**src/rtl/cv32e40s_pkg.sv**
```systemverilog
// Shared definitions for the Zknh functional unit: operation enum, encodings, pipeline stage record.
// Latency: n/a (types and constants only).
// Backpressure: n/a.
// Optional SHA-512 RV32 support in the users of this package is guarded by CV32E40S_ZKNH_SHA512_EN.
package cv32e40s_pkg;

  typedef enum logic [3:0] {
    ZKNH_SHA256SUM0,
    ZKNH_SHA256SUM1,
    ZKNH_SHA256SIG0,
    ZKNH_SHA256SIG1,
    ZKNH_SHA512SUM0R,
    ZKNH_SHA512SUM1R,
    ZKNH_SHA512SIG0L,
    ZKNH_SHA512SIG0H,
    ZKNH_SHA512SIG1L,
    ZKNH_SHA512SIG1H
  } zknh_op_e;

  localparam logic [6:0] OPCODE_OP_IMM = 7'b0010011;
  localparam logic [6:0] OPCODE_OP     = 7'b0110011;

  localparam logic [2:0] F3_SHA256 = 3'b001;
  localparam logic [2:0] F3_SHA512 = 3'b000;

  // SHA-256 ops live in OP-IMM: funct7=0001000 followed by a 5-bit selector.
  localparam logic [11:0] F12_SHA256SUM0 = 12'b0001000_00000;
  localparam logic [11:0] F12_SHA256SUM1 = 12'b0001000_00001;
  localparam logic [11:0] F12_SHA256SIG0 = 12'b0001000_00010;
  localparam logic [11:0] F12_SHA256SIG1 = 12'b0001000_00011;

  localparam logic [6:0] F7_SHA512SUM0R = 7'b0101000;
  localparam logic [6:0] F7_SHA512SUM1R = 7'b0101001;
  localparam logic [6:0] F7_SHA512SIG0L = 7'b0101010;
  localparam logic [6:0] F7_SHA512SIG1L = 7'b0101011;
  localparam logic [6:0] F7_SHA512SIG0H = 7'b0101110;
  localparam logic [6:0] F7_SHA512SIG1H = 7'b0101111;

  typedef struct packed {
    logic        valid;
    logic [31:0] result;
    logic [4:0]  rd;
  } zknh_stage_t;

  function automatic logic [31:0] ror32(input logic [31:0] x, input int unsigned n);
    return (x >> n) | (x << (32 - n));
  endfunction

endpackage

```
**src/rtl/cv32e40s_zknh_datapath.sv**
```systemverilog
// Zknh arithmetic: maps an operation and rs1/rs2 to the 32-bit result.
// Latency: 0 cycles, purely combinational.
// Backpressure: none; the enclosing unit registers the result.
// Ports: op (operation), rs1/rs2 (operands), result (output).
// Macro CV32E40S_ZKNH_SHA512_EN builds the RV32 SHA-512 half-word formulas.
module cv32e40s_zknh_datapath
  import cv32e40s_pkg::*;
(
  input  zknh_op_e    op,
  input  logic [31:0] rs1,
  input  logic [31:0] rs2,
  output logic [31:0] result
);

  always_comb begin
    result = 32'h0;
    case (op)
      ZKNH_SHA256SUM0: result = ror32(rs1, 2) ^ ror32(rs1, 13) ^ ror32(rs1, 22);
      ZKNH_SHA256SUM1: result = ror32(rs1, 6) ^ ror32(rs1, 11) ^ ror32(rs1, 25);
      ZKNH_SHA256SIG0: result = ror32(rs1, 7) ^ ror32(rs1, 18) ^ (rs1 >> 3);
      ZKNH_SHA256SIG1: result = ror32(rs1, 17) ^ ror32(rs1, 19) ^ (rs1 >> 10);
`ifdef CV32E40S_ZKNH_SHA512_EN
      // rs1/rs2 hold the two halves of a 64-bit word; each formula is the
      // 32-bit slice of the 64-bit rotate/shift expression.
      ZKNH_SHA512SUM0R: result = (rs1 << 25) ^ (rs1 << 30) ^ (rs1 >> 28) ^
                                 (rs2 >> 7) ^ (rs2 >> 2) ^ (rs2 << 4);
      ZKNH_SHA512SUM1R: result = (rs1 << 23) ^ (rs1 >> 14) ^ (rs1 >> 18) ^
                                 (rs2 >> 9) ^ (rs2 << 18) ^ (rs2 << 14);
      ZKNH_SHA512SIG0L: result = (rs1 >> 1) ^ (rs1 >> 7) ^ (rs1 >> 8) ^
                                 (rs2 << 31) ^ (rs2 << 25) ^ (rs2 << 24);
      ZKNH_SHA512SIG0H: result = (rs1 >> 1) ^ (rs1 >> 7) ^ (rs1 >> 8) ^
                                 (rs2 << 31) ^ (rs2 << 24);
      ZKNH_SHA512SIG1L: result = (rs1 << 3) ^ (rs1 >> 6) ^ (rs1 >> 19) ^
                                 (rs2 >> 29) ^ (rs2 << 26) ^ (rs2 << 13);
      ZKNH_SHA512SIG1H: result = (rs1 << 3) ^ (rs1 >> 6) ^ (rs1 >> 19) ^
                                 (rs2 >> 29) ^ (rs2 << 13);
`endif
      default: result = 32'h0;
    endcase
  end

`ifndef CV32E40S_ZKNH_SHA512_EN
  // SHA-256 only needs rs1.
  logic unused_rs2;
  assign unused_rs2 = ^rs2;
`endif

endmodule

```
**src/rtl/cv32e40s_zknh_unit.sv**
```systemverilog
// Zknh EX-stage unit: decodes SHA-256 (and optionally RV32 SHA-512) ops, computes, pipelines the result.
// Latency: PIPE_STAGES cycles from accept edge to valid_o when unstalled; one op per cycle throughput.
// Backpressure: ready_i low holds the last stage; upper stages fill, ready_o drops only when all are full.
// Ports: valid_i/ready_o/instr_i/rs1_i/rs2_i/rd_i (offer), illegal_o (comb decode fault), kill_i (flush),
//        valid_o/ready_i/result_o/rd_o (result), busy_o (any stage occupied).
// Macro CV32E40S_ZKNH_SHA512_EN enables the OP-opcode SHA-512 RV32 decode and datapath.
module cv32e40s_zknh_unit
  import cv32e40s_pkg::*;
#(
  parameter int PIPE_STAGES = 1
) (
  input  logic        clk,
  input  logic        rst_n,
  input  logic        valid_i,
  output logic        ready_o,
  input  logic [31:0] instr_i,
  input  logic [31:0] rs1_i,
  input  logic [31:0] rs2_i,
  input  logic [4:0]  rd_i,
  output logic        illegal_o,
  input  logic        kill_i,
  output logic        valid_o,
  input  logic        ready_i,
  output logic [31:0] result_o,
  output logic [4:0]  rd_o,
  output logic        busy_o
);

  if (PIPE_STAGES < 1 || PIPE_STAGES > 3) begin : g_bad_depth
    $error("cv32e40s_zknh_unit: PIPE_STAGES must be 1..3");
  end

  localparam int LAST = PIPE_STAGES - 1;

  // ---------------- decode ----------------
  zknh_op_e    op;
  logic        legal;
  logic [31:0] dp_result;
  logic        accept;

  always_comb begin
    op    = ZKNH_SHA256SUM0;
    legal = 1'b0;
    if (instr_i[6:0] == OPCODE_OP_IMM && instr_i[14:12] == F3_SHA256) begin
      legal = 1'b1;
      case (instr_i[31:20])
        F12_SHA256SUM0: op = ZKNH_SHA256SUM0;
        F12_SHA256SUM1: op = ZKNH_SHA256SUM1;
        F12_SHA256SIG0: op = ZKNH_SHA256SIG0;
        F12_SHA256SIG1: op = ZKNH_SHA256SIG1;
        default:        legal = 1'b0;
      endcase
    end
`ifdef CV32E40S_ZKNH_SHA512_EN
    else if (instr_i[6:0] == OPCODE_OP && instr_i[14:12] == F3_SHA512) begin
      legal = 1'b1;
      case (instr_i[31:25])
        F7_SHA512SUM0R: op = ZKNH_SHA512SUM0R;
        F7_SHA512SUM1R: op = ZKNH_SHA512SUM1R;
        F7_SHA512SIG0L: op = ZKNH_SHA512SIG0L;
        F7_SHA512SIG1L: op = ZKNH_SHA512SIG1L;
        F7_SHA512SIG0H: op = ZKNH_SHA512SIG0H;
        F7_SHA512SIG1H: op = ZKNH_SHA512SIG1H;
        default:        legal = 1'b0;
      endcase
    end
`endif
  end

  // Register fields and rs2 slot of the encoding reach the unit through the ports.
  logic unused_instr_bits;
  assign unused_instr_bits = ^{instr_i[19:15], instr_i[11:7]};

  assign illegal_o = valid_i & ~legal;

  cv32e40s_zknh_datapath u_datapath (
    .op     (op),
    .rs1    (rs1_i),
    .rs2    (rs2_i),
    .result (dp_result)
  );

  // ---------------- result pipeline ----------------
  zknh_stage_t            stage_q  [PIPE_STAGES];
  zknh_stage_t            stage_in [PIPE_STAGES];
  logic [PIPE_STAGES-1:0] adv;

  // A stage may take new data if the consumer is ready or any slot at or
  // below it is empty; written without a self-referencing chain.
  always_comb begin
    for (int i = 0; i < PIPE_STAGES; i++) begin
      logic any_empty;
      any_empty = 1'b0;
      for (int j = i; j < PIPE_STAGES; j++) begin
        any_empty = any_empty | ~stage_q[j].valid;
      end
      adv[i] = ready_i | any_empty;
    end
  end

  assign ready_o = adv[0];
  assign accept  = valid_i & ready_o & ~illegal_o & ~kill_i;

  for (genvar g = 0; g < PIPE_STAGES; g++) begin : g_stage_in
    if (g == 0) begin : g_head
      assign stage_in[g] = '{valid: accept, result: dp_result, rd: rd_i};
    end else begin : g_body
      assign stage_in[g] = stage_q[g-1];
    end
  end

  always_ff @(posedge clk or negedge rst_n) begin
    if (!rst_n) begin
      for (int i = 0; i < PIPE_STAGES; i++) stage_q[i] <= '0;
    end else if (kill_i) begin
      for (int i = 0; i < PIPE_STAGES; i++) stage_q[i].valid <= 1'b0;
    end else begin
      for (int i = 0; i < PIPE_STAGES; i++) begin
        if (adv[i]) begin
          stage_q[i].valid <= stage_in[i].valid;
          // Payload only moves with a valid entry so a stalled output stays put.
          if (stage_in[i].valid) begin
            stage_q[i].result <= stage_in[i].result;
            stage_q[i].rd     <= stage_in[i].rd;
          end
        end
      end
    end
  end

  always_comb begin
    busy_o = 1'b0;
    for (int i = 0; i < PIPE_STAGES; i++) busy_o = busy_o | stage_q[i].valid;
  end

  assign valid_o  = stage_q[LAST].valid;
  assign result_o = stage_q[LAST].result;
  assign rd_o     = stage_q[LAST].rd;

endmodule

```
**config.mk**
```make
export PLATFORM = sky130hd
export DESIGN_NAME = cv32e40s_zknh_unit
export DESIGN_NICKNAME = d
export VERILOG_FILES = /design/src/rtl/cv32e40s_pkg.sv /design/src/rtl/cv32e40s_zknh_datapath.sv /design/src/rtl/cv32e40s_zknh_unit.sv
export SDC_FILE = /design/constraint.sdc
export NUM_CORES = 1
export LEC_CHECK = 0
export BUFFER_PORTS_ARGS = -buffer_cell sky130_fd_sc_hd__clkbuf_2
export CAP_MARGIN = 20
export CORE_ASPECT_RATIO = 1.2
export CORE_MARGIN = 2
export CORE_UTILIZATION = 40
export DETAILED_ROUTE_END_ITERATION = 16
export GPL_ROUTABILITY_DRIVEN = 0
export SYNTH_ARGS = -nofsm -noshare
export SYNTH_HDL_FRONTEND = slang
export SYNTH_SLANG_ARGS = --single-unit
```
**constraint.sdc**
```tcl
create_clock -name clk -period 2.4 [get_ports clk]
set_clock_uncertainty 0.2 [all_clocks]
set_input_delay 0.36 -clock clk [delete_from_list [all_inputs] [get_ports clk]]
set_output_delay 0.36 -clock clk [all_outputs]
set_load 0.005 [all_outputs]
```
## After elaboration in Yosys (flattened, before gate mapping)

Cells that the tools add are included.
W data, S select, Z words.

- Flip-flop bits (word level): 38
- Bits in latches: 0
- Memory bits (writable): 0
- Bits in read-only memories: 0
- Input port bits: 106
- Output and inout port bits: 41
- Word-level logic and storage cells: 52
- Memories kept: 0

- $add $sub $neg: 0
- $mul: 0
- Divide/modulo/power cells: 0
- Magnitude comparators: 0
- Equal/unequal tests: 9
- Shift-type cells: 0
- Mux-type cells: 8
- Bitwise gates (word level): 27
- Reductions and logical operators: 5

Operators with widths:

| operator | count |
|---|---|
| $xor A32 B32 Y32 | 6 |
| $pmux W32 S4 | 1 |
| $eq A12 B9 Y1 const B | 4 |
| $mux W38 | 1 |
| $mux W37 | 1 |
| $or A10 B32 Y32 | 1 |
| $or A13 B32 Y32 | 1 |
| $or A14 B32 Y32 | 1 |
| $or A15 B32 Y32 | 1 |
| $or A19 B32 Y32 | 1 |
| $or A21 B32 Y32 | 1 |
| $or A25 B32 Y32 | 1 |
| $or A26 B32 Y32 | 1 |
| $or A30 B32 Y32 | 1 |
| $or A7 B32 Y32 | 1 |
| $xor A32 B22 Y32 | 1 |
| $xor A32 B29 Y32 | 1 |
| $eq A4 B2 Y1 const B | 2 |
| $eq A7 B5 Y1 const B | 1 |
| $pmux W2 S3 | 1 |
| $and A1 B1 Y1 | 4 |
| $eq A4 B1 Y1 const B | 1 |
| $logic_not A4 Y1 | 1 |
| $mux W4 | 1 |
| other kinds (8) | 13 |

## Depth between registers and ports, before layout

- Word-level depth: 12
- Depth in mapped cells: 7
- Mapped depth without buffers: 4

## By module

Synthesis repeated with hierarchy kept, for this count alone.

- Cells, all modules: 403
- Area total of the unflattened synthesis: 4,941.0 um^2

By module, submodules not included:

| module | instances | cells each | area an instance (um^2) | seq. area each (um^2) |
|---|---|---|---|---|
| cv32e40s_zknh_datapath | 1 | 307 | 3,404.5 | 0.0 |
| cv32e40s_zknh_unit | 1 | 96 | 1,536.5 | 950.9 |

## Least setup slack after synthesis

OpenSTA, ideal clock, no wires.

- Path kind: in2reg
- Start: input port instr_i[29]
- End: register stage_q (netlist bit rd_o[0])
- Setup time: 0.128 ns
- Arrival: 1.958 ns
- Required time: 2.072 ns
- Path slack: 0.114 ns
- Cell stages on the path: 5
- Path buffers: 1
- Cells stage by stage: or4b_1 -> nor4b_4 -> and2_1 -> buf_4 -> mux2_1

- Cells in the longest elaborated chain, start to end: 10
- Elaborated cells between the ends (all ways): 13
- Classes of those cells: eq/ne: 4; mux: 2; bitwise: 5; reduce/logical: 2

RTL lines:

| what | line | RTL |
|---|---|---|
| start: declaration | cv32e40s_zknh_unit.sv:16 | `input logic [31:0] instr_i,` |
| $eq A12 B9 Y1 | cv32e40s_zknh_unit.sv:46 | `case (instr_i[31:20])` |
| $reduce_or A4 Y1 (no line) (*) | n/a |  |
| $mux W1 (*) | cv32e40s_zknh_unit.sv:46 |  |
| $mux W1 (*) | cv32e40s_zknh_unit.sv:44 | `if (instr_i[6:0] == OPCODE_OP_IMM && instr_i[14:12] == F3_SHA256) begin` |
| $not A1 Y1 (*) | cv32e40s_zknh_unit.sv:74 | `assign illegal_o = valid_i & ~legal;` |
| $and A1 B1 Y1 (*) | cv32e40s_zknh_unit.sv:74 |  |
| $not A1 Y1 (*) | cv32e40s_zknh_unit.sv:102 | `assign accept = valid_i & ready_o & ~illegal_o & ~kill_i;` |
| $and A1 B1 Y1 (*) (2 in series) | cv32e40s_zknh_unit.sv:102 |  |
| $reduce_and A3 Y1 (no line) (*) | n/a |  |
| end: declaration | cv32e40s_zknh_unit.sv:84 | `zknh_stage_t stage_q [PIPE_STAGES];` |

Every way passes the cells marked *; elsewhere a longest branch is shown, timed or not.
A chain may end at the register's enable or synchronous reset.

## Worst setup path in the final report

- Start: input port instr_i[29]
- End: output port illegal_o

- Cells in the longest elaborated chain, start to end: 6
- Elaborated cells between the ends (all ways): 9
- Classes of those cells: eq/ne: 4; mux: 2; bitwise: 2; reduce/logical: 1

RTL lines:

| what | line | RTL |
|---|---|---|
| $eq A12 B9 Y1 | cv32e40s_zknh_unit.sv:46 |  |
| $reduce_or A4 Y1 (no line) (*) | n/a |  |
| $mux W1 (*) | cv32e40s_zknh_unit.sv:46 |  |
| $mux W1 (*) | cv32e40s_zknh_unit.sv:44 |  |
| $not A1 Y1 (*) | cv32e40s_zknh_unit.sv:74 |  |
| $and A1 B1 Y1 (*) | cv32e40s_zknh_unit.sv:74 |  |
| end: declaration | cv32e40s_zknh_unit.sv:20 | `output logic illegal_o,` |

Marks and branches as above.

==> impl_metrics.ini <==
[critical_path]
crit_chain = clkbuf_2, or4b_1, buf_4, nor2_2, a21boi_0, clkbuf_2
critPathMaxStageDelay_ps = 580
cp-start-kind = primary input
cp.required_ps = 1840
path_max_fanout = 2
critPathLaunch = instr_i[29]
rr_startpoint = busy_o
endpoint_kind = primary output
crit_family = simple AND/OR/NAND/NOR gates
crit_buf_inv = 3
worstSetupPathType = in -> out
slowest_stage = or4b_1
worstPathArrival_ps = 1580
crit_path_frequent_cell = clkbuf_2

[logic_synthesis]
ys_seq_area_share_pct = 18.4
ys_types = 33
synth_top_family_by_area = XOR/XNOR gates
synth.net_count = 615
synth_fa_ha_area_share_pct = 0
ys_seq_elements = 38
yosysWarnings = 0
synth-compound-area-share_pct = 17.5
synth_area_per_cell_um2 = 10.1
muxShareOfSynthArea_pct = 1.87
synthSimpleGateAreaFrac_pct = 7.86
synth_xor_area_share_pct = 47.9
async_flop_share_pct = 100
synthCells = 509
ys.flop_type = dfrtp_1
synth_edf_count = 0
netlist_area_um2 = 5160

[global_route]
grt_max_degree = 68
grt_pass1_vias = 4327
gr-usage-all-layers_pct = 24.7
grt_overflow = 0
grt_pass1_wl_um = 25700
antenna_found_initial = 0

[status]
status = completed

[cells_and_area]
area_growth_pct = 14.9
final_area_um2 = 5930
n_fill_cell = 1238
num-nets-final = 674
seq_area_um2 = 951
diodes = 0
drive_gt1_share_pct = 24.1
mostFrequentLayoutCells = xnor2_1 (104), clkbuf_2 (104), xnor3_1 (68)
multi_input_area_um2 = 3880

[clock_tree]
cts.sink_count = 38
cts.clk_slew.worst_paths_ps = 60
cts.htree.levels = 2
clock_latency_ps = 290
cts_root_buf = clkbuf_16
cts_resized = 0
numCtsBuffers = 5
cts_hold_buf = 1
cts_tree = built
cts_buffer_depth = 2
cts_setup_buffers = 0

[floorplan]
die_h_um = 128
initial_core_util_pct = 40.9
die_area_um2 = 13800
io_pins = 147
core_area_um2 = 12600
die_w_um = 108
rows = 45

[sta]
relSlewSlack_pct = 41.9
layout_setup_ws_ps = 262
fmax_mhz = 468
layout_worst_path_cycle_share_pct = 89.1
grt_setup_unrepaired = false
finalHoldViolations = 0
setup-violations-final = 0
period_needed_ps = 2140
drv_slew = 0
tightest_slew_ps = 868
hold_slack_ps = 69.9
setup_tns_ps = 0

[power_and_ir_drop]
pwr-share-clk_pct = 33.7
total_power_mw = 2.35
peakVddDrop_mv = 0.232
p_per_area_nw_per_um2 = 396
p_switching_mw = 0.725
p_leak_nw = 2.80
internal_power_mw = 1.62
pwr-share-seq_pct = 27.3
switching_share_pct = 30.9
comb_power_share_pct = 39.1

[routing]
firstDrtPassIters = 4
drt_iter0_drc = 389
wirelength_um = 16800
wl_per_cell_um = 22.9
drcViolationCount = 0
post_drt_via_cell_ratio = 5.99
vias = 4392
drtAntennaViolNets = 0

[worst_hold_path]
hold_path.startpoint = kill_i
hp-class = in -> reg

[placed_design]
post-place-ws_ps = 42.3
dpl.hpwl_um = 10700
post_dp_cell_area_um2 = 5750
port_buffers = 104

[flow_run]
cap_violations = 0
-- logic make-up (layout without fill, tap and decap cells) --
family | count (synthesis) | count (layout)
xor gates and xnor gates | 175 | 175
buffers and inverters | 72 | 132
muxes | 9 | 9
and+or+nand+nor | 89 | 89
AOI/OAI and AO/OA | 126 | 126
DFF | 38 | 38
-- cells in the mapped netlist (all sizes together), types with 2 or more instances --
cell type,count,area (um^2)
nor2,54,203
a21oi,32,160
nand2,18,67.6
xnor3,68,1530
xnor2,104,911
buf,43,226
mux2,5,56.3
nand2b,2,12.5
nand3,4,20.0
a31oi,32,200
xor2,3,26.3
nor4b,3,41.3
o2111ai,28,245
a41oi,32,280
clkbuf,28,105
dfrtp,38,951
mux2i,4,40.0
-- layout make-up --
| type | count | area share, % |
|---|---|---|
| Sequential cell | 38 | 16.0 |
| Tap cell | 164 | 3.46 |
| Inverter | 1 | 0.0633 |
| Multi-Input combinational cell | 399 | 65.5 |
| Clock inverter | 3 | 0.760 |
| Clock buffer | 5 | 2.11 |
| Timing Repair Buffer | 123 | 12.1 |
-- worst paths after layout --
path                       cells past startpoint  slack (ps)           end
setup / recovery                               6         260     illegal_o
hold / removal                                 2          70        busy_o
setup reg to reg                               5         640  result_o[12]
hold reg to reg                                1         300       rd_o[1]
max in group asynchronous                      3        1010   result_o[5]
min in group asynchronous                      2         300  result_o[12]
-- power groups by stage --
| stage | logic (mW) | clock network, mW | registers (mW) |
|---|---|---|---|
| final | 0.917 | 0.790 | 0.640 |
| after global routing | 0.979 | 0.821 | 0.640 |
| after CTS | 0.910 | 0.798 | 0.640 |
| after detailed placement | 0.904 | 0 | 0.652 |
| after global placement | 0.892 | 0 | 0.652 |
| after floorplan | 0.703 | 0 | 0.653 |
-- flip-flops by register name (all words and copies together), names as in the netlist --
name and flops:
result_o 32, rd_o 5, busy_o 1
-- per-stage QoR --
stage	utilization (%)	std cells
after floorplan	-	509
after global placement	45.6	724
after detailed placement	45.6	724
after CTS	47.0	733
after global routing	47.0	733
final	47.0	733
-- routing by layer --
layer / GRT usage (%) / vias up / wire length [um]
li1: - / 1963 / -
met1: 32.2 / 2164 / 6660
met2: 41.1 / 228 / 8280
met3: 4.61 / 37 / 1410
met4: 8.75 / 0 / 474
met5: 0 / - / 0
Power figures use the tool's default switching activity.
